===== config.mk =====
export PLATFORM = sky130hd
export DESIGN_NAME = sevenseg_frame_decoder_flat
export DESIGN_NICKNAME = d
export VERILOG_FILES = /design/src/rtl/sevenseg_pkg.sv /design/src/rtl/sevenseg_frame_decoder_if.sv /design/src/rtl/sevenseg_glyph_decode.sv /design/src/rtl/sevenseg_frame_decoder.sv /design/src/flat_wrapper.sv
export SDC_FILE = /design/constraint.sdc
export NUM_CORES = 1
export LEC_CHECK = 0
export CORE_MARGIN = 2
export CORE_UTILIZATION = 35
export CTS_CLUSTER_SIZE = 12
export DETAILED_ROUTE_END_ITERATION = 10
export RECOVER_POWER = 25
export SYNTH_ARGS = -nofsm -noshare
export SYNTH_HDL_FRONTEND = slang
export SYNTH_SLANG_ARGS = --single-unit

===== constraint.sdc =====
create_clock -name clk -period 4.21 [get_ports clk]
set_clock_uncertainty 0.05 [all_clocks]
set_input_delay 0.842 -clock clk [delete_from_list [all_inputs] [get_ports clk]]
set_output_delay 0.842 -clock clk [all_outputs]
set_load 0.05 [all_outputs]

===== src/rtl/sevenseg_pkg.sv =====
// rtl/sevenseg_pkg.sv - shared constants and helpers for the 7-segment frame decoder
// Purpose: glyph patterns ({g,f,e,d,c,b,a}, active-low), bus widths, blank code,
//          and a helper that counts active (low) anode bits.
// Ports:   none (package)
package sevenseg_pkg;

   localparam int SEG_W = 7;
   localparam int AN_W  = 4;

   localparam logic [3:0] DIGIT_BLANK = 4'hF;

   localparam logic [SEG_W-1:0] GLYPH_0     = 7'b1000000;
   localparam logic [SEG_W-1:0] GLYPH_1     = 7'b1111001;
   localparam logic [SEG_W-1:0] GLYPH_2     = 7'b0100100;
   localparam logic [SEG_W-1:0] GLYPH_3     = 7'b0110000;
   localparam logic [SEG_W-1:0] GLYPH_4     = 7'b0011001;
   localparam logic [SEG_W-1:0] GLYPH_5     = 7'b0010010;
   localparam logic [SEG_W-1:0] GLYPH_6     = 7'b0000010;
   localparam logic [SEG_W-1:0] GLYPH_7     = 7'b1111000;
   localparam logic [SEG_W-1:0] GLYPH_8     = 7'b0000000;
   localparam logic [SEG_W-1:0] GLYPH_9     = 7'b0010000;
   localparam logic [SEG_W-1:0] GLYPH_BLANK = 7'b1111111;

   // Number of enabled anodes; anodes are active-low.
   function automatic logic [2:0] count_low(input logic [AN_W-1:0] an);
      logic [2:0] n;
      n = '0;
      for (int i = 0; i < AN_W; i++) begin
         if (!an[i]) n = n + 3'd1;
      end
      return n;
   endfunction

endpackage


===== src/rtl/sevenseg_frame_decoder_if.sv =====
// rtl/sevenseg_frame_decoder_if.sv - display-side inputs and frame-side outputs of the decoder
// Purpose: bundles the sampled display lines and the decoded frame/status outputs.
// Signals: seg[6:0], an[3:0]       display lines, active-low (driven by master)
//          frame_digits[15:0]      {d3,d2,d1,d0} BCD, blank = 4'hF
//          frame_blank[3:0]        per-digit blank flags
//          frame_valid             1-cycle frame update pulse
//          frame_count[15:0]       completed frames, wrapping
//          multi_an_err, glyph_err sticky error flags
//          stall                   no capture for the timeout period
// Modports: master = display side / observer, slave = decoder
interface sevenseg_frame_decoder_if;
   import sevenseg_pkg::*;

   logic [SEG_W-1:0] seg;
   logic [AN_W-1:0]  an;
   logic [15:0]      frame_digits;
   logic [3:0]       frame_blank;
   logic             frame_valid;
   logic [15:0]      frame_count;
   logic             multi_an_err;
   logic             glyph_err;
   logic             stall;

   modport master (
      output seg, an,
      input  frame_digits, frame_blank, frame_valid, frame_count,
             multi_an_err, glyph_err, stall
   );

   modport slave (
      input  seg, an,
      output frame_digits, frame_blank, frame_valid, frame_count,
             multi_an_err, glyph_err, stall
   );

endinterface


===== src/rtl/sevenseg_glyph_decode.sv =====
// rtl/sevenseg_glyph_decode.sv - combinational 7-segment glyph to BCD decoder
// Purpose: maps an active-low segment pattern to its BCD value; flags blank and
//          any pattern that is not a legal digit or blank.
// Ports:   i_seg[6:0]  {g,f,e,d,c,b,a}, active-low
//          o_legal     pattern is a digit 0-9 or blank
//          o_blank     pattern is blank (all segments off)
//          o_bcd[3:0]  decoded value; 4'hF for blank or illegal
module sevenseg_glyph_decode
   import sevenseg_pkg::*;
(
   input  logic [SEG_W-1:0] i_seg,
   output logic             o_legal,
   output logic             o_blank,
   output logic [3:0]       o_bcd
);

   always_comb begin
      o_legal = 1'b1;
      o_blank = 1'b0;
      o_bcd   = DIGIT_BLANK;
      case (i_seg)
         GLYPH_0:     o_bcd = 4'd0;
         GLYPH_1:     o_bcd = 4'd1;
         GLYPH_2:     o_bcd = 4'd2;
         GLYPH_3:     o_bcd = 4'd3;
         GLYPH_4:     o_bcd = 4'd4;
         GLYPH_5:     o_bcd = 4'd5;
         GLYPH_6:     o_bcd = 4'd6;
         GLYPH_7:     o_bcd = 4'd7;
         GLYPH_8:     o_bcd = 4'd8;
         GLYPH_9:     o_bcd = 4'd9;
         GLYPH_BLANK: o_blank = 1'b1;
         default:     o_legal = 1'b0;
      endcase
   end

endmodule


===== src/rtl/sevenseg_frame_decoder.sv =====
// rtl/sevenseg_frame_decoder.sv - read back a multiplexed 7-segment display as BCD frames
// Purpose: samples {an,seg}, captures a digit once the lines have been stable for
//          STABLE_CYCLES, decodes it, and emits a 4-digit frame once every anode has
//          been seen. Tracks sticky error flags and a capture timeout.
// Ports:   clk    system clock
//          reset  asynchronous, active-high
//          bus    sevenseg_frame_decoder_if.slave (display inputs, frame/status outputs)
module sevenseg_frame_decoder
   import sevenseg_pkg::*;
#(
   parameter int STABLE_CYCLES  = 16,
   parameter int TIMEOUT_CYCLES = 1048576,
   parameter int CNT_W          = 21
) (
   input logic                     clk,
   input logic                     reset,
   sevenseg_frame_decoder_if.slave bus
);

   localparam logic [CNT_W-1:0] STABLE_MAX = CNT_W'(STABLE_CYCLES);
   localparam logic [CNT_W-1:0] STABLE_M1  = CNT_W'(STABLE_CYCLES - 1);
   localparam logic [CNT_W-1:0] TO_MAX     = CNT_W'(TIMEOUT_CYCLES);

   logic [AN_W-1:0]  r_s_an;
   logic [SEG_W-1:0] r_s_seg;
   logic [CNT_W-1:0] r_stab_cnt;
   logic [CNT_W-1:0] r_to_cnt;
   logic [3:0]       r_seen_mask;
   logic [3:0][3:0]  r_work_digit;
   logic [3:0]       r_work_blank;

   logic [15:0]      r_frame_digits;
   logic [3:0]       r_frame_blank;
   logic             r_frame_valid;
   logic [15:0]      r_frame_count;
   logic             r_multi_an_err;
   logic             r_glyph_err;
   logic             r_stall;

   logic             w_same;
   logic             w_capture;
   logic [2:0]       w_n_low;
   logic             w_single;
   logic             w_multi;
   logic [1:0]       w_idx;
   logic             w_dec_legal;
   logic             w_dec_blank;
   logic [3:0]       w_dec_bcd;
   logic             w_legal_cap;
   logic [3:0]       w_next_mask;
   logic [3:0][3:0]  w_next_digit;
   logic [3:0]       w_next_blank;
   logic             w_frame_done;
   logic [CNT_W-1:0] w_to_next;

   sevenseg_glyph_decode u_glyph (
      .i_seg   (r_s_seg),
      .o_legal (w_dec_legal),
      .o_blank (w_dec_blank),
      .o_bcd   (w_dec_bcd)
   );

   // Capture fires on the single edge where the counter reaches STABLE_CYCLES;
   // saturation guarantees one capture per stable episode.
   assign w_same    = ({bus.an, bus.seg} == {r_s_an, r_s_seg});
   assign w_capture = w_same && (r_stab_cnt == STABLE_M1);

   assign w_n_low  = count_low(r_s_an);
   assign w_single = (w_n_low == 3'd1);
   assign w_multi  = (w_n_low >= 3'd2);

   always_comb begin
      w_idx = '0;
      for (int i = 0; i < AN_W; i++) begin
         if (!r_s_an[i]) w_idx = 2'(i);
      end
   end

   assign w_legal_cap = w_capture && w_single && w_dec_legal;
   assign w_next_mask = r_seen_mask | (4'b0001 << w_idx);

   // Working set including the digit being captured, so a completing capture
   // publishes its own digit on the same edge.
   always_comb begin
      w_next_digit = r_work_digit;
      w_next_blank = r_work_blank;
      if (w_legal_cap) begin
         w_next_digit[w_idx] = w_dec_bcd;
         w_next_blank[w_idx] = w_dec_blank;
      end
   end

   assign w_frame_done = w_legal_cap && (w_next_mask == 4'hF);

   // Any single-anode capture (legal or not) proves the display is scanning.
   assign w_to_next = (w_capture && w_single) ? '0 :
                      (r_to_cnt == TO_MAX)    ? r_to_cnt :
                                                r_to_cnt + 1'b1;

   always_ff @(posedge clk or posedge reset) begin
      if (reset) begin
         r_s_an         <= '1;
         r_s_seg        <= '1;
         r_stab_cnt     <= '0;
         r_to_cnt       <= '0;
         r_seen_mask    <= '0;
         r_work_digit   <= '0;
         r_work_blank   <= '0;
         r_frame_digits <= '0;
         r_frame_blank  <= '0;
         r_frame_valid  <= 1'b0;
         r_frame_count  <= '0;
         r_multi_an_err <= 1'b0;
         r_glyph_err    <= 1'b0;
         r_stall        <= 1'b0;
      end else begin
         r_s_an  <= bus.an;
         r_s_seg <= bus.seg;

         if (!w_same) begin
            r_stab_cnt <= '0;
         end else if (r_stab_cnt != STABLE_MAX) begin
            r_stab_cnt <= r_stab_cnt + 1'b1;
         end

         r_frame_valid <= 1'b0;

         if (w_capture && w_single) begin
            if (w_dec_legal) begin
               r_work_digit <= w_next_digit;
               r_work_blank <= w_next_blank;
               if (w_frame_done) begin
                  r_seen_mask    <= '0;
                  r_frame_digits <= w_next_digit;
                  r_frame_blank  <= w_next_blank;
                  r_frame_valid  <= 1'b1;
                  r_frame_count  <= r_frame_count + 16'd1;
               end else begin
                  r_seen_mask <= w_next_mask;
               end
            end else begin
               r_glyph_err <= 1'b1;
            end
         end else if (w_capture && w_multi) begin
            r_multi_an_err <= 1'b1;
         end

         r_to_cnt <= w_to_next;
         r_stall  <= (w_to_next == TO_MAX);
      end
   end

   assign bus.frame_digits = r_frame_digits;
   assign bus.frame_blank  = r_frame_blank;
   assign bus.frame_valid  = r_frame_valid;
   assign bus.frame_count  = r_frame_count;
   assign bus.multi_an_err = r_multi_an_err;
   assign bus.glyph_err    = r_glyph_err;
   assign bus.stall        = r_stall;

endmodule


===== src/flat_wrapper.sv =====
// flat-port wrapper written by rule: the top's interface ports become plain ports
module sevenseg_frame_decoder_flat import sevenseg_pkg::*;
#(
   parameter int STABLE_CYCLES  = 16,
   parameter int TIMEOUT_CYCLES = 1048576,
   parameter int CNT_W          = 21
)
  (clk, reset, bus_seg, bus_an, bus_frame_digits, bus_frame_blank, bus_frame_valid, bus_frame_count, bus_multi_an_err, bus_glyph_err, bus_stall);
  sevenseg_frame_decoder_if bus_i ();
  input logic clk;
  input logic reset;
  input wire logic [$bits(bus_i.seg)-1:0] bus_seg;
  input wire logic [$bits(bus_i.an)-1:0] bus_an;
  output wire logic [$bits(bus_i.frame_digits)-1:0] bus_frame_digits;
  output wire logic [$bits(bus_i.frame_blank)-1:0] bus_frame_blank;
  output wire logic [$bits(bus_i.frame_valid)-1:0] bus_frame_valid;
  output wire logic [$bits(bus_i.frame_count)-1:0] bus_frame_count;
  output wire logic [$bits(bus_i.multi_an_err)-1:0] bus_multi_an_err;
  output wire logic [$bits(bus_i.glyph_err)-1:0] bus_glyph_err;
  output wire logic [$bits(bus_i.stall)-1:0] bus_stall;
  assign bus_i.seg = bus_seg;
  assign bus_i.an = bus_an;
  assign bus_frame_digits = bus_i.frame_digits;
  assign bus_frame_blank = bus_i.frame_blank;
  assign bus_frame_valid = bus_i.frame_valid;
  assign bus_frame_count = bus_i.frame_count;
  assign bus_multi_an_err = bus_i.multi_an_err;
  assign bus_glyph_err = bus_i.glyph_err;
  assign bus_stall = bus_i.stall;
  sevenseg_frame_decoder #(.STABLE_CYCLES(STABLE_CYCLES), .TIMEOUT_CYCLES(TIMEOUT_CYCLES), .CNT_W(CNT_W)) u_core (.clk(clk), .reset(reset), .bus(bus_i));
endmodule

[After elaboration in Yosys (flattened, before gate mapping)]
Cells that the tools add are included.
Operators by class
  add/subtract/negate cells: 6
  order comparisons: 3
  equal/unequal tests: 18
  shift operators: 1
  muxes and demuxes: 26
  bitwise gates (word level): 3
  reduce and logical (&&, ||, !) cells: 12
Operators by type and width (number)
  2-to-1 mux 21 bit: 4
  adder 21 x 1 -> 21 bit (second input constant): 2
  equality test 21 bit (second input constant): 2
  one-hot mux 4 bit (10 select lines): 1
  equality test 7 bit (second input constant): 4
  equality test 21 x 4 -> 1 bit (second input constant): 1
  equality test 7 x 5 -> 1 bit (second input constant): 3
  != test 21 x 5 -> 1 bit (second input constant): 1
  adder 16 x 1 -> 16 bit (second input constant): 1
  bitwise mux 16 bit: 1
  2-to-1 mux 16 bit: 1
  equality test 7 x 6 -> 1 bit (second input constant): 2
  2-to-1 mux 4 bit: 3
  equality test 11 bit: 1
  OR reduction 11 bit: 1
  2-to-1 mux 3 bit: 3
  demux 4 bit (select 2 bit): 1
  2-to-1 mux 1 bit: 8
  equality test 7 x 2 -> 1 bit (second input constant): 1
  logical NOT 7 bit: 1
  adder 3 x 1 -> 3 bit (second input constant): 2
  logical AND 1 bit: 6
  AND reduction 2 bit: 3
  bitwise mux 4 bit: 1
  other kinds (13): 15
Word-level totals
  bits in registers: 117
  input port bits: 13
  output and inout port bits: 40

[Longest topological paths before layout]
Gate-level depths: netlist (run 1).
  word-level depth: 14
  depth in mapped cells: 10
  depth with buffers taken out: 9

[Modules after synthesis]
A second synthesis (run 1) with hierarchy kept.
Second synthesis, totals
  cell total of the unflattened synthesis: 546
  area total of the unflattened synthesis: 6050.8 sq um
By module, submodules not included
  sevenseg_frame_decoder: instances 1, cells each 514, area an instance 5833.1 sq um, sequential area each 2941.6 sq um
  sevenseg_glyph_decode: instances 1, cells each 32, area an instance 217.7 sq um, sequential area each 0.0 sq um

[Worst setup path before layout (run 1)]
No wires, ideal clock.
  kind: input-to-reg
  start point: input bus_an[0]
  end point: register u_core.r_frame_blank[3] (netlist: u_core.bus.frame_blank[3])
  setup time: 0.125 ns
  arrival time: 2.674 ns
  required time: 4.035 ns
  slack: 1.362 ns
  stages on the path: 8
  path buffers: 1
  cells stage by stage: xor2_1 > nor4_1 > nand4_1 > nor3_1 > nand2_1 > inv_2 > buf_2 > mux2_2
Between the ends
  word-level cells in the longest chain between the ends: 6
  elaborated cells between the ends (all ways): 7
  those cells by class: eq/ne: 1; mux: 1; reduce/logical: 5
RTL lines
  start: declaration: line flat_wrapper.sv:13  | input wire logic [$bits(bus_i.an)-1:0] bus_an;
  equality test 11 bit (*): line sevenseg_frame_decoder.sv:65  | assign w_same = ({bus.an, bus.seg} == {r_s_an, r_s_seg});
  logical AND 1 bit (*): line sevenseg_frame_decoder.sv:66  | assign w_capture = w_same && (r_stab_cnt == STABLE_M1);
  logical AND 1 bit (*): line sevenseg_frame_decoder.sv:79, sevenseg_frame_decoder.sv:128
  logical AND 1 bit: line sevenseg_frame_decoder.sv:79  | assign w_legal_cap = w_capture && w_single && w_dec_legal;
  logical AND 1 bit: line sevenseg_frame_decoder.sv:93  | assign w_frame_done = w_legal_cap && (w_next_mask == 4'hF);
  AND reduction 3 bit (no line)
  end signal: assignment: line sevenseg_frame_decoder.sv:135  | r_frame_blank <= w_next_blank;
  end: declaration: line sevenseg_frame_decoder.sv:33  | logic [3:0] r_frame_blank;
Every way passes the cells marked *; elsewhere a longest branch is shown, timed or not.
A chain may end at the register's enable or synchronous reset.

[Worst setup path after layout (run 1)]
  start point: input bus_seg[1]
  end point: register u_core.r_frame_count[11] (netlist: u_core.bus.frame_count[11])
Between the ends
  word-level cells in the longest chain between the ends: 6
RTL lines
  start: declaration: line flat_wrapper.sv:12  | input wire logic [$bits(bus_i.seg)-1:0] bus_seg;
  equality test 11 bit (*): line sevenseg_frame_decoder.sv:65
  logical AND 1 bit (*): line sevenseg_frame_decoder.sv:66
  logical AND 1 bit (*): line sevenseg_frame_decoder.sv:79, sevenseg_frame_decoder.sv:128
  logical AND 1 bit: line sevenseg_frame_decoder.sv:79
  logical AND 1 bit: line sevenseg_frame_decoder.sv:93
  AND reduction 3 bit (no line) (*)
  end signal: assignment: line sevenseg_frame_decoder.sv:137  | r_frame_count <= r_frame_count + 16'd1;
  end: declaration: line sevenseg_frame_decoder.sv:35  | logic [15:0] r_frame_count;
Marked as above.

==> PnR_summary.wiki, run 1 <==
{| class="wikitable"
! Metric !! Value
|-
| Run status || finished, violations left
|-
| Failing checks || max-capacitance violations, max-slew violations
|-
| Chip width || 135 um
|-
| RSZ-0062 raised after global routing || false
|-
| Vias in the first global route || 4843
|-
| Clock tree from TritonCTS || done
|-
| Critical-path cell with the highest stage delay || sky130_fd_sc_hd__or3_1
|-
| Pin count of the biggest net entering global routing || 75
|-
| Synthesized instance count || 603
|-
| Synthesized netlist net count || 625
|-
| Deepest clock path buffer count || 2
|-
| Number of rows created at floorplan || 47
|-
| Leak || 3.17 nW
|-
| Largest voltage drop on the vdd net || 0.288 mV
|-
| IO Pins || 53
|-
| Initial antenna violation count || 0
|-
| Combinational group share of total power || 0.074
|-
| Number of enable-type register cells in the synthesized netlist || 0
|-
| Number of fill cells || around 1600
|-
| Remaining Overflow, GRT || 0
|-
| Setup TNS || 0 ps
|-
| Cells along the critical path || dlygate4sd3_1 > xor2_1 > nor4_1 > nand4_1 > or3_1 > buf_4 > nor4b_1 > xor2_1
|-
| Wire length of the first global-routing pass || 24.2 mm
|-
| Portion of the post-synthesis area used by sequential elements || 0.488
|-
| Int Pwr || approximately 2.2 mW
|-
| Largest stage delay on the critical path || between 500 and 600 ps
|-
| Arr. time, crit path || about 3600 ps
|-
| Maximum capacitance violations || 1
|-
| Type of element capturing the critical path || flop
|-
| Root buffer cell || sky130_fd_sc_hd__clkbuf_16
|-
| Met1 demand-to-capacity share in global routing || 0.209
|-
| Worst Max-Slew Pin Slew || 1920 ps
|-
| Iteration-0 DRC count of the detailed router || approximately 360
|-
| Reg power frac || 0.432
|-
| Relative max-transition margin || -0.289
|-
| Switching fraction of total power || 0.243
|-
| Kind of start point of the critical path || input pin
|-
| Share of power burned in the clock network || 0.494
|-
| # Post-CTS Setup Buffers || 0
|-
| Worst setup path category || input pin to flop
|-
| Fmax achieved || 301 MHz
|-
| Area growth syn-to-layout || 21.9%
|-
| Share of cells above drive strength 1 || 0.126
|-
| Met3 GRT Util || 0.0453
|-
| Sw Pwr || 0.699 mW
|-
| Detail-routed net length per standard cell || 16.3 um
|-
| Synthesized flop and latch total || roughly 120
|-
| Global placement routability congestion || 0.826
|-
| Die boundary height || around 140 um
|-
| Die area || 0.0183 mm2
|-
| Pre-CTS WS || 631 ps
|-
| Final Hold Violating Endpoints || 0
|-
| Number of clock sinks || 117
|-
| GRT Resource Usage Total || 0.168
|-
| Area of the core || 0.0167 mm2
|-
| H-tree depth || 4
|-
| Clock transition at the register clock pins on the worst setup and hold paths after CTS || 50 ps
|-
| Count of synthesis-stage warnings from yosys || 0
|-
| Final net count || slightly below 700
|-
| Setup-violating endpoint count in the final report || 0
|-
| WL final || 14.4 mm
|-
| Worst-skew pair later-pin latency || 420 ps
|-
| Top cell by count, worst path || sky130_fd_sc_hd__xor2_1
|-
| Final critical-path setup slack || 892 ps
|-
| Residual DRC || 0
|-
| Antenna viol nets, final || 0
|-
| Busiest grt layer || met2
|-
| Fin crit period || about 3300 ps
|-
| Starting density of the core || 0.361
|-
| Cell family with the largest share of critical-path delay || simple AND/OR/NAND/NOR gates
|-
| Number of resized instances in the post-cts repair step || 0
|-
| Post-synthesis cell area || 0.00602 mm2
|-
| Post-synthesis area per instance || 9.99 um2
|-
| Pwr dens || 392 mW/mm2
|-
| CP bufs+invs || 2
|-
| Number of buffers created by CTS || 17
|-
| Detailed-route via count || 4709
|-
| Dominant register cell in the synthesized netlist || sky130_fd_sc_hd__dfrtp_1
|-
| Detailed-router iteration count before antenna repair || 4
|-
| Final-layout worst hold slack || 426 ps
|-
| Period utilization || 0.788
|-
| Dpl hpwl || 9.91 mm
|-
| CP required || 4500 ps
|-
| Antenna cells || 0
|-
| Hold-fix buffers, CTS || 0
|-
| Tightest Hold Check Type || flop to flop
|-
| Met2 Track Usage GR || 0.281
|-
| Fraction of registers with async set or reset after synthesis || 1.00
|-
| Fin. max-slew vios || 45
|-
| Crit path max fanout || 18
|-
| Distinct cell type count after synthesis || 64
|-
| Drt via density || roughly 5.3
|-
| I/O Buffers || 52
|}
==> stage by stage <==
stage               cells  cell area [um2]  power [mW]   util
floorplan             603             6020        1.41      -
global placement      853             6760        1.47  0.405
finish                885             7350        2.88  0.440
detailed placement    853             6760        1.48  0.405
CTS                   885             7360        2.91  0.441
global route          885             7350        3.00  0.440
==> final timing paths <==
path | cells past startpoint | slack (ps) | end | startpoint
setup / recovery | 8 | 890 | u_core.bus.frame_count[11]$_DFFE_PP0P_ | bus_seg[1]
hold / removal | 1 | 430 | u_core.bus.frame_count[15]$_DFFE_PP0P_ | u_core.bus.frame_count[15]$_DFFE_PP0P_
setup reg to reg | 6 | 910 | u_core.bus.frame_count[11]$_DFFE_PP0P_ | u_core.r_s_seg[3]$_DFF_PP1_
hold reg to reg | 1 | 430 | u_core.bus.frame_count[15]$_DFFE_PP0P_ | u_core.bus.frame_count[15]$_DFFE_PP0P_
max in group asynchronous | 3 | 970 | u_core.r_to_cnt[0]$_DFF_PP0_ | reset
min in group asynchronous | 2 | 1340 | u_core.r_stab_cnt[11]$_DFFE_PP0P_ | reset
==> layout make-up <==
class | instances | area (um2) | area share
Sequential cell | 117 | 2940 | 0.400
Timing Repair Buffer | 57 | 558 | 0.0760
Multi-Input combinational cell | 447 | 2930 | 0.399
Tap cell | 220 | 275 | 0.0375
Clock buffer | 27 | 567 | 0.0772
Clock inverter | 5 | 30.0 | 0.00409
Inverter | 12 | 46.3 | 0.00630
==> synthesized netlist by cell type, drive strengths merged, types with 2 or more instances <==
cell type | number | share of area
o31ai | 7 | 0.0087
o21a | 5 | 0.0062
inv | 12 | 0.0075
xnor2 | 21 | 0.031
nor3 | 24 | 0.023
nand3b | 2 | 0.0025
o211ai | 2 | 0.0025
nor4b | 3 | 0.0044
mux2i | 4 | 0.0066
dfrtp | 106 | 0.44
mux2 | 24 | 0.045
or2 | 3 | 0.0031
nor4 | 16 | 0.021
nand4 | 12 | 0.012
nor2b | 3 | 0.0031
a22o | 2 | 0.0029
clkbuf | 19 | 0.012
buf | 8 | 0.0073
and3b | 3 | 0.0044
o21ai | 15 | 0.012
xor2 | 45 | 0.065
a311oi | 3 | 0.0044
and3 | 15 | 0.016
nand3 | 38 | 0.032
o2bb2ai | 2 | 0.0029
and4 | 4 | 0.0058
a31oi | 8 | 0.0083
a22oi | 2 | 0.0025
dfstp | 11 | 0.048
o22ai | 4 | 0.0042
a31o | 3 | 0.0044
and2 | 6 | 0.0062
o21bai | 3 | 0.0037
nand2b | 3 | 0.0031
or3 | 8 | 0.0083
a21oi | 16 | 0.013
a2bb2oi | 3 | 0.0044
nand2 | 46 | 0.029
or4 | 2 | 0.0025
ha | 9 | 0.019
nor2 | 68 | 0.042
==> worst reg2reg max path, cell delays in order (launching register included) <==
cell and delay, ps:
sky130_fd_sc_hd__dfstp_2 600, sky130_fd_sc_hd__and3b_1 270, sky130_fd_sc_hd__a22oi_1 110, sky130_fd_sc_hd__o41ai_1 840
sky130_fd_sc_hd__o21ai_1 670, sky130_fd_sc_hd__nor4b_1 510, sky130_fd_sc_hd__xor2_1 180
==> logic make-up (layout without fill, tap and decap cells) <==
group | count (synthesis) | count (layout) | synth area share
fa+ha+maj | 9 | 9 | 0.0187
mux | 28 | 28 | 0.0515
buf+inv | 39 | 101 | 0.0266
xor+xnor | 66 | 66 | 0.0960
compound gates | 86 | 86 | 0.0974
simple gates | 258 | 258 | 0.222
flops | 117 | 117 | 0.488
==> sequential cells by signal (all words and copies together), names as in the netlist <==
name / count
u_core.bus.glyph_err: 1
u_core.r_seen_mask: 4
u_core.bus.multi_an_err: 1
u_core.bus.frame_blank: 4
u_core.bus.frame_count: 16
u_core.r_stab_cnt: 21
u_core.bus.frame_valid: 1
u_core.r_s_an: 4
u_core.r_s_seg: 7
u_core.r_to_cnt: 21
u_core.bus.stall: 1
u_core.bus.frame_digits: 16
u_core.r_work_digit: 16
u_core.r_work_blank: 4
==> power groups by stage <==
stage / registers, mW / clock network (mW) / logic [mW]
2_1_floorplan: 1.22 / 0 / 0.189
3_3_place_gp: 1.26 / 0 / 0.212
3_5_place_dp: 1.26 / 0 / 0.218
4_1_cts: 1.24 / 1.45 / 0.220
5_1_grt: 1.25 / 1.51 / 0.241
6_report: 1.24 / 1.42 / 0.214
==> metal layers <==
layer / share of wire / wire, um
met1: 0.45 / 6480
met5: 0 / 0
met3: 0.040 / 575
met2: 0.49 / 7100
met4: 0.017 / 239
==> placed cells by master, fill, tap and decap left out, types with 5 or more instances in the layout <==
cell type / count
sky130_fd_sc_hd__a21oi_1: 16
sky130_fd_sc_hd__a31oi_1: 8
sky130_fd_sc_hd__and2_1: 5
sky130_fd_sc_hd__and3_1: 15
sky130_fd_sc_hd__clkbuf_16: 20
sky130_fd_sc_hd__clkdlybuf4s50_1: 40
sky130_fd_sc_hd__dfrtp_1: 106
sky130_fd_sc_hd__dfstp_2: 11
sky130_fd_sc_hd__dlygate4sd3_1: 12
sky130_fd_sc_hd__ha_1: 9
sky130_fd_sc_hd__inv_1: 10
sky130_fd_sc_hd__mux2_2: 22
sky130_fd_sc_hd__nand2_1: 46
sky130_fd_sc_hd__nand3_1: 38
sky130_fd_sc_hd__nand4_1: 12
sky130_fd_sc_hd__nor2_1: 68
sky130_fd_sc_hd__nor3_1: 20
sky130_fd_sc_hd__nor4_1: 12
sky130_fd_sc_hd__o21a_1: 5
sky130_fd_sc_hd__o21ai_0: 8
sky130_fd_sc_hd__o21ai_1: 7
sky130_fd_sc_hd__o31ai_1: 7
sky130_fd_sc_hd__or3_1: 8
sky130_fd_sc_hd__xnor2_1: 21
sky130_fd_sc_hd__xor2_1: 45
Power figures use the tool's default switching activity.
==> run 2: changes to the inputs <==
clock period = 2.9 ns   (was 4.21 ns; I/O delays follow)
==> PnR_summary.wiki, run 2 (synthesis results as in run 1) <==
{| class="wikitable"
! Metric !! Value
|-
| Type of element capturing the critical path || flop (unchanged)
|-
| Register-to-register path setup slack || 110 ps (was 910 ps)
|-
| Antenna viol nets, final || 0 (unchanged)
|-
| Cells along the critical path || inv_1 > ha_1 > nand2b_1 > a211oi_2 > a21oi_2 > or3_4 > buf_4 > nor4_2 > xor2_1 (was dlygate4sd3_1 > xor2_1 > nor4_1 > nand4_1 > or3_1 > buf_4 > nor4b_1 > xor2_1)
|-
| Fin. max-slew vios || 76 (was 45)
|-
| Critical-path cell with the highest stage delay || sky130_fd_sc_hd__dfstp_2 (was sky130_fd_sc_hd__or3_1)
|-
| Number of rows created at floorplan || 47 (unchanged)
|-
| Kind of start point of the critical path || flop (was input pin)
|-
| Drt via density || 5.31 (was 5.32)
|-
| Dpl hpwl || 10.2 mm (was 9.91 mm)
|-
| Switching fraction of total power || 0.249 (was 0.243)
|-
| Largest stage delay on the critical path || 570 ps (was 590 ps)
|-
| Cell count of the worst reg-to-reg path || 9 (was 6)
|-
| Detailed-router iteration count before antenna repair || 4 (unchanged)
|-
| Number of buffers created by CTS || 17 (unchanged)
|-
| Die boundary height || 135 um (unchanged)
|-
| Wire length of the first global-routing pass || 24.8 mm (was 24.2 mm)
|-
| Met1 demand-to-capacity share in global routing || 0.215 (was 0.209)
|-
| Failing checks || max-capacitance violations, max-slew violations (unchanged)
|-
| Deepest clock path buffer count || 2 (unchanged)
|-
| Final non-filler cell total || 915 (was 885)
|-
| Vias in the first global route || 4906 (was 4843)
|-
| Int Pwr || 3.10 mW (was 2.18 mW)
|-
| Pwr Total || 4.12 mW (was 2.88 mW)
|-
| Pin count of the biggest net entering global routing || 76 (was 75)
|-
| Chip width || 135 um (unchanged)
|-
| GRT Resource Usage Total || 0.172 (was 0.168)
|-
| Antenna cells || 0 (unchanged)
|-
| Worst-skew pair later-pin latency || 420 ps (about the same)
|-
| CP bufs+invs || 2 (unchanged)
|-
| Leading cell types in the layout, fill and taps excluded || sky130_fd_sc_hd__dfrtp_1 (106), sky130_fd_sc_hd__nor2_1 (68), sky130_fd_sc_hd__nand2_1 (46) (unchanged)
|-
| Arr. time, crit path || 3060 ps (was 3610 ps)
|-
| Remaining Overflow, GRT || 0 (unchanged)
|-
| Area growth syn-to-layout || 26.7% (was 21.9%)
|-
| Pwr dens || 540 mW/mm2 (was 392 mW/mm2)
|-
| H-tree depth || 4 (unchanged)
|-
| Leading cell type in the layout, fill and taps excluded || sky130_fd_sc_hd__dfrtp_1 (unchanged)
|-
| CP required || 3180 ps (was 4500 ps)
|-
| Tightest Hold Check Type || flop to flop (unchanged)
|-
| Run status || finished, violations left (unchanged)
|-
| Fin crit period || 2790 ps
|-
| Launch instance of the worst register-to-register path || u_core.r_s_an[0]$_DFF_PP1_ (was u_core.r_s_seg[3]$_DFF_PP1_)
|-
| Busiest grt layer || met2 (unchanged)
|-
| Total instance count after detailed placement || 883 (was 853)
|-
| Maximum capacitance violations || 1 (unchanged)
|-
| Min-Delay Endpoint || u_core.r_work_digit[15]$_DFFE_PP0N_ (was u_core.bus.frame_count[15]$_DFFE_PP0P_)
|-
| Sw Pwr || 1.03 mW (was 0.699 mW)
|-
| Initial antenna violation count || 0 (unchanged)
|-
| Critical path startpoint || u_core.r_s_an[0]$_DFF_PP1_ (was bus_seg[1])
|-
| Final net count || 704 (was 674)
|-
| RSZ-0062 raised after global routing || true (was false)
|-
| Largest voltage drop on the vdd net || 0.471 mV (was 0.288 mV)
|-
| Share of cells above drive strength 1 || 0.181 (was 0.126)
|-
| I/O Buffers || 52 (unchanged)
|-
| Share of power burned in the clock network || 0.479 (was 0.494)
|-
| Residual DRC || 0 (unchanged)
|-
| Cell family with the largest share of critical-path delay || simple AND/OR/NAND/NOR gates (unchanged)
|-
| Hold-fix buffers, CTS || 0 (unchanged)
|-
| Area of the core || 0.0167 mm2 (unchanged)
|-
| Setup TNS || 0 ps (unchanged)
|-
| Setup-violating endpoint count in the final report || 0 (unchanged)
|-
| Number of clock sinks || 117 (unchanged)
|-
| Global placement routability congestion || 0.886 (was 0.826)
|-
| Worst R2R End || u_core.bus.frame_count[9]$_DFFE_PP0P_ (was u_core.bus.frame_count[11]$_DFFE_PP0P_)
|-
| IO Pins || 53 (unchanged)
|-
| Leak || 3.36 nW (was 3.17 nW)
|-
| Crit path max fanout || 22 (was 18)
|-
| Worst hold path startpoint || u_core.r_work_digit[15]$_DFFE_PP0N_ (was u_core.bus.frame_count[15]$_DFFE_PP0P_)
|-
| Detail-routed net length per standard cell || 15.9 um (was 16.3 um)
|-
| Worst setup path category || flop to flop (was input pin to flop)
|-
| # Post-CTS Setup Buffers || 0 (unchanged)
|-
| WL final || 14.5 mm (was 14.4 mm)
|-
| Worst Max-Slew Pin Slew || 1850 ps (was 1920 ps)
|-
| Reg power frac || 0.439 (was 0.432)
|-
| Met3 GRT Util || 0.0397 (was 0.0453)
|-
| Met2 Track Usage GR || 0.292 (was 0.281)
|-
| Clock tree from TritonCTS || done (unchanged)
|-
| Period utilization || 0.961
|-
| Iteration-0 DRC count of the detailed router || 351 (was 359)
|-
| Final Hold Violating Endpoints || 0 (unchanged)
|-
| Fmax achieved || 359 MHz
|-
| Combinational group share of total power || 0.082 (was 0.074)
|-
| Detailed-route via count || 4855 (was 4709)
|-
| Biggest registers after layout || u_core.r_stab_cnt: 21 flops, u_core.r_to_cnt: 21 flops (unchanged)
|-
| Starting density of the core || 0.361 (unchanged)
|-
| Hold path cells || 2 (was 1)
|-
| Root buffer cell || sky130_fd_sc_hd__clkbuf_16 (unchanged)
|-
| Die area || 0.0183 mm2 (unchanged)
|-
| Clock transition at the register clock pins on the worst setup and hold paths after CTS || 50 ps (about the same)
|-
| Relative max-transition margin || -0.230 (was -0.289)
|}
run 2: cell count changes in the layout (fill, tap and decap cells not counted), sizes merged:
cell           change
buf               +29
clkdlybuf4s50      +5
dlygate4sd3        -5
clkinv             +2
clkinvlp           +2
inv                -2
clkbuf             -1
run 2: per-stage QoR:
stage / setup WS [ps] / hold WS [ps] / util / area, um2
after global routing: -34.5 / 450 / 0.457 / 7630
after global placement: -303 / 400 / 0.419 / 7000
final: 114 / 412 / 0.457 / 7630
after CTS: -2.78 / 417 / 0.454 / 7590
after floorplan: 125 / 382 / - / 6030
after detailed placement: -357 / 405 / 0.419 / 7000
run 2: timing repair:
action	in CTS	in global routing
gates resized for setup	3	12
endpoints found under the setup margin	3	41
pin swaps	0	0
run 2: power by group through the flow:
| stage | sequential, mW | combinational [mW] | clock (mW) |
|---|---|---|---|
| after floorplan | 1.77 | 0.275 | 0 |
| after global placement | 1.83 | 0.323 | 0 |
| after detailed placement | 1.83 | 0.336 | 0 |
| after CTS | 1.81 | 0.341 | 2.03 |
| after global routing | 1.82 | 0.379 | 2.11 |
| final | 1.81 | 0.337 | 1.98 |
run 2: worst max-delay path by stage:
| stage | end | cells after the start |
|---|---|---|
| 2_1_floorplan | u_core.bus.frame_blank[3]$_DFFE_PP0P_ | 10 |
| 3_3_place_gp | u_core.bus.frame_count[11]$_DFFE_PP0P_ | 8 |
| 3_5_place_dp | u_core.bus.frame_count[11]$_DFFE_PP0P_ | 8 |
| 4_1_cts | u_core.r_work_digit[2]$_DFFE_PP0N_ | 8 |
| 5_1_grt | u_core.bus.frame_count[5]$_DFFE_PP0P_ | 9 |
| 6_report | u_core.bus.frame_count[9]$_DFFE_PP0P_ | 9 |
run 2: final cells by class:
type,count,area [um2]
Fill cell,1618,9070
Multi-Input combinational cell,447,3020
Sequential cell,117,2940
Timing Repair Buffer,87,778
Clock buffer,25,528
Tap cell,220,275
Inverter,12,46.3
Clock inverter,7,42.5
run 2: metal layers:
metal	vias to the layer above	wire length, um
met5	-	0
met4	0	204
met3	14	544
met2	102	7350
met1	2427	6420
li1	2312	-
run 2: tightest hold or removal path, cell delays in order (launching register included):
cell and delay (ps):
sky130_fd_sc_hd__dfrtp_1 320, sky130_fd_sc_hd__nand2_1 60, sky130_fd_sc_hd__nand2_1 50
==> run 3: changes to the inputs <==
SLEW_MARGIN = 20   (was not set)
==> PnR_summary.wiki, run 3 (synthesis results as in run 1) <==
{| class="wikitable"
! Metric !! Value
|-
| Run status || finished, violations left (unchanged)
|-
| Failing checks || max-capacitance violations, max-slew violations (unchanged)
|-
| Worst-skew pair later-pin latency || 420 ps (about the same)
|-
| Share of cells above drive strength 1 || 0.180 (was 0.181)
|-
| Root buffer cell || sky130_fd_sc_hd__clkbuf_16 (unchanged)
|-
| Drt via density || 5.30 (was 5.31)
|-
| Maximum capacitance violations || 1 (unchanged)
|-
| Detailed-routed wire length on met3 || 497 um (was 544 um)
|-
| Worst Max-Slew Pin Slew || 1850 ps (about the same)
|-
| Number of buffers created by CTS || 17 (unchanged)
|-
| Leak || 3.34 nW (was 3.36 nW)
|-
| Hold path cells || 2 (unchanged)
|-
| Launch instance of the worst register-to-register path || u_core.r_s_an[0]$_DFF_PP1_ (unchanged)
|-
| Area of the core || 0.0167 mm2 (unchanged)
|-
| Pin count of the biggest net entering global routing || 76 (unchanged)
|-
| Fin crit period || 2790 ps (about the same)
|-
| Global placement routability congestion || 0.886 (unchanged)
|-
| Setup-violating endpoint count in the final report || 0 (unchanged)
|-
| Residual DRC || 0 (unchanged)
|-
| Die boundary height || 135 um (unchanged)
|-
| Detailed-route via count || 4846 (was 4855)
|-
| Period utilization || 0.963 (was 0.961)
|-
| GRT Resource Usage Total || 0.172 (unchanged)
|-
| Kind of start point of the critical path || flop (unchanged)
|-
| Cell count of the worst reg-to-reg path || 8 (was 9)
|-
| Placed instance area || 0.00700 mm2 (unchanged)
|-
| Register-to-register path setup slack || 110 ps (about the same)
|-
| Relative max-transition margin || -0.234 (was -0.230)
|-
| Fmax achieved || 358 MHz (was 359 MHz)
|-
| I/O Buffers || 52 (unchanged)
|-
| Type of element capturing the critical path || flop (unchanged)
|-
| Met2 Routed Length || 7.37 mm (was 7.35 mm)
|-
| IO Pins || 53 (unchanged)
|-
| Arr. time, crit path || 3040 ps (was 3060 ps)
|-
| Total instance count after detailed placement || 883 (unchanged)
|-
| Tightest Hold Check Type || flop to flop (unchanged)
|-
| Clock transition at the register clock pins on the worst setup and hold paths after CTS || 50 ps (about the same)
|-
| Worst hold path startpoint || u_core.r_work_digit[15]$_DFFE_PP0N_ (unchanged)
|-
| Worst R2R End || u_core.r_work_digit[2]$_DFFE_PP0N_ (was u_core.bus.frame_count[9]$_DFFE_PP0P_)
|-
| Detail-routed net length per standard cell || 15.9 um (about the same)
|-
| Remaining Overflow, GRT || 0 (unchanged)
|-
| Antenna viol nets, final || 0 (unchanged)
|-
| Worst setup path category || flop to flop (unchanged)
|-
| Final non-filler cell total || 915 (unchanged)
|-
| Largest voltage drop on the vdd net || 0.471 mV (about the same)
|-
| Wl on met1 || 6.45 mm (was 6.42 mm)
|-
| Final instance area || 0.00762 mm2 (was 0.00763 mm2)
|-
| Initial antenna violation count || 0 (unchanged)
|-
| Final net count || 704 (unchanged)
|-
| RSZ-0062 raised after global routing || true (unchanged)
|-
| Area growth syn-to-layout || 26.5% (was 26.7%)
|-
| WL final || 14.5 mm (about the same)
|-
| Clock tree from TritonCTS || done (unchanged)
|-
| Final Hold Violating Endpoints || 0 (unchanged)
|-
| Dpl hpwl || 10.2 mm (unchanged)
|-
| Number of fill cells || 1623 (was 1618)
|-
| Starting density of the core || 0.361 (unchanged)
|-
| Die area || 0.0183 mm2 (unchanged)
|-
| Fin. max-slew vios || 76 (unchanged)
|-
| H-tree depth || 4 (unchanged)
|-
| Deepest clock path buffer count || 2 (unchanged)
|-
| Antenna cells || 0 (unchanged)
|-
| Chip width || 135 um (unchanged)
|-
| Crit path max fanout || 4 (was 22)
|-
| Biggest registers after layout || u_core.r_stab_cnt: 21 flops, u_core.r_to_cnt: 21 flops (unchanged)
|-
| Vias in the first global route || 4906 (unchanged)
|-
| CP required || 3150 ps (was 3180 ps)
|-
| Iteration-0 DRC count of the detailed router || 345 (was 351)
|-
| Wire length of the first global-routing pass || 24.8 mm (unchanged)
|-
| Leading cell type in the layout, fill and taps excluded || sky130_fd_sc_hd__dfrtp_1 (unchanged)
|-
| Leading cell types in the layout, fill and taps excluded || sky130_fd_sc_hd__dfrtp_1 (106), sky130_fd_sc_hd__nor2_1 (68), sky130_fd_sc_hd__nand2_1 (46) (unchanged)
|-
| Highest metal used || met4 (unchanged)
|-
| Number of rows created at floorplan || 47 (unchanged)
|-
| Number of clock sinks || 117 (unchanged)
|-
| Detailed-router iteration count before antenna repair || 4 (unchanged)
|-
| Min-Delay Endpoint || u_core.r_work_digit[15]$_DFFE_PP0N_ (unchanged)
|-
| Pwr dens || 541 mW/mm2 (was 540 mW/mm2)
|}
==> run 3: cell counts in the layout (fill, tap and decap cells not counted) <==
No cell type changed its count.
==> run 3: final cells by class <==
| class | count | area [um2] | area share |
|---|---|---|---|
| multi-input combinational | 447 | 3000 | 0.394 |
| sequential | 117 | 2940 | 0.386 |
| timing repair buffer | 87 | 782 | 0.103 |
| clock buffer | 25 | 528 | 0.0693 |
| tap | 220 | 275 | 0.0361 |
| inverter | 12 | 46.3 | 0.00608 |
| clock inverter | 7 | 42.5 | 0.00558 |
==> run 3: power breakdown <==
part / switching (mW) / internal [mW] / leakage [nW] / total [mW]
clock: 0.722 / 1.26 / 0.275 / 1.98
sequential: 0.114 / 1.70 / 1.59 / 1.81
combinational: 0.190 / 0.146 / 1.47 / 0.336
total: 1.03 / 3.10 / 3.34 / 4.12
==> run 3: worst max-delay path by stage <==
stage | startpoint | endpoint | slack (ps) | depth (start not counted)
finish | u_core.r_s_an[0]$_DFF_PP1_ | u_core.r_work_digit[2]$_DFFE_PP0N_ | 110 | 8
global route | u_core.r_s_an[0]$_DFF_PP1_ | u_core.r_work_digit[10]$_DFFE_PP0N_ | -20 | 8
CTS | u_core.r_s_an[0]$_DFF_PP1_ | u_core.r_work_digit[2]$_DFFE_PP0N_ | -3 | 8
detailed placement | bus_seg[1] | u_core.bus.frame_count[11]$_DFFE_PP0P_ | -360 | 8
global placement | bus_seg[1] | u_core.bus.frame_count[11]$_DFFE_PP0P_ | -300 | 8
floorplan | u_core.r_s_an[1]$_DFF_PP1_ | u_core.bus.frame_blank[3]$_DFFE_PP0P_ | 130 | 10
==> run 3: timing repair <==
item | CTS | global route
setup endpoints to repair | 3 | 37
hold buffers | 0 | 0
buffers inserted | 0 | 0
gates resized for setup | 3 | 10
==> run 3: routing by layer <==
metal	global-route usage	vias up
li1	-	2308
met1	0.215	2430
met2	0.292	94
met3	0.0397	14
met4	0.0590	0
met5	0	-
==> run 3: through the flow <==
step	setup TNS [ps]	hold WS [ps]	util	power (mW)	setup WS, ps
after floorplan	0	382	-	2.05	125
final	0	413	0.456	4.12	106
after CTS	-2.78	417	0.454	4.17	-2.78
after detailed placement	-15520	405	0.419	2.17	-357
after global routing	-75.0	450	0.456	4.30	-16.0
after global placement	-11840	400	0.419	2.15	-303
==> run 3: critical path: stages (launching register included) <==
cell and delay [ps]:
sky130_fd_sc_hd__dfstp_2 570, sky130_fd_sc_hd__inv_1 70, sky130_fd_sc_hd__ha_1 320, sky130_fd_sc_hd__nand2b_1 190
sky130_fd_sc_hd__a211oi_2 290, sky130_fd_sc_hd__a21oi_2 70, sky130_fd_sc_hd__or3_4 380, sky130_fd_sc_hd__nor3_2 350
sky130_fd_sc_hd__mux2_2 380
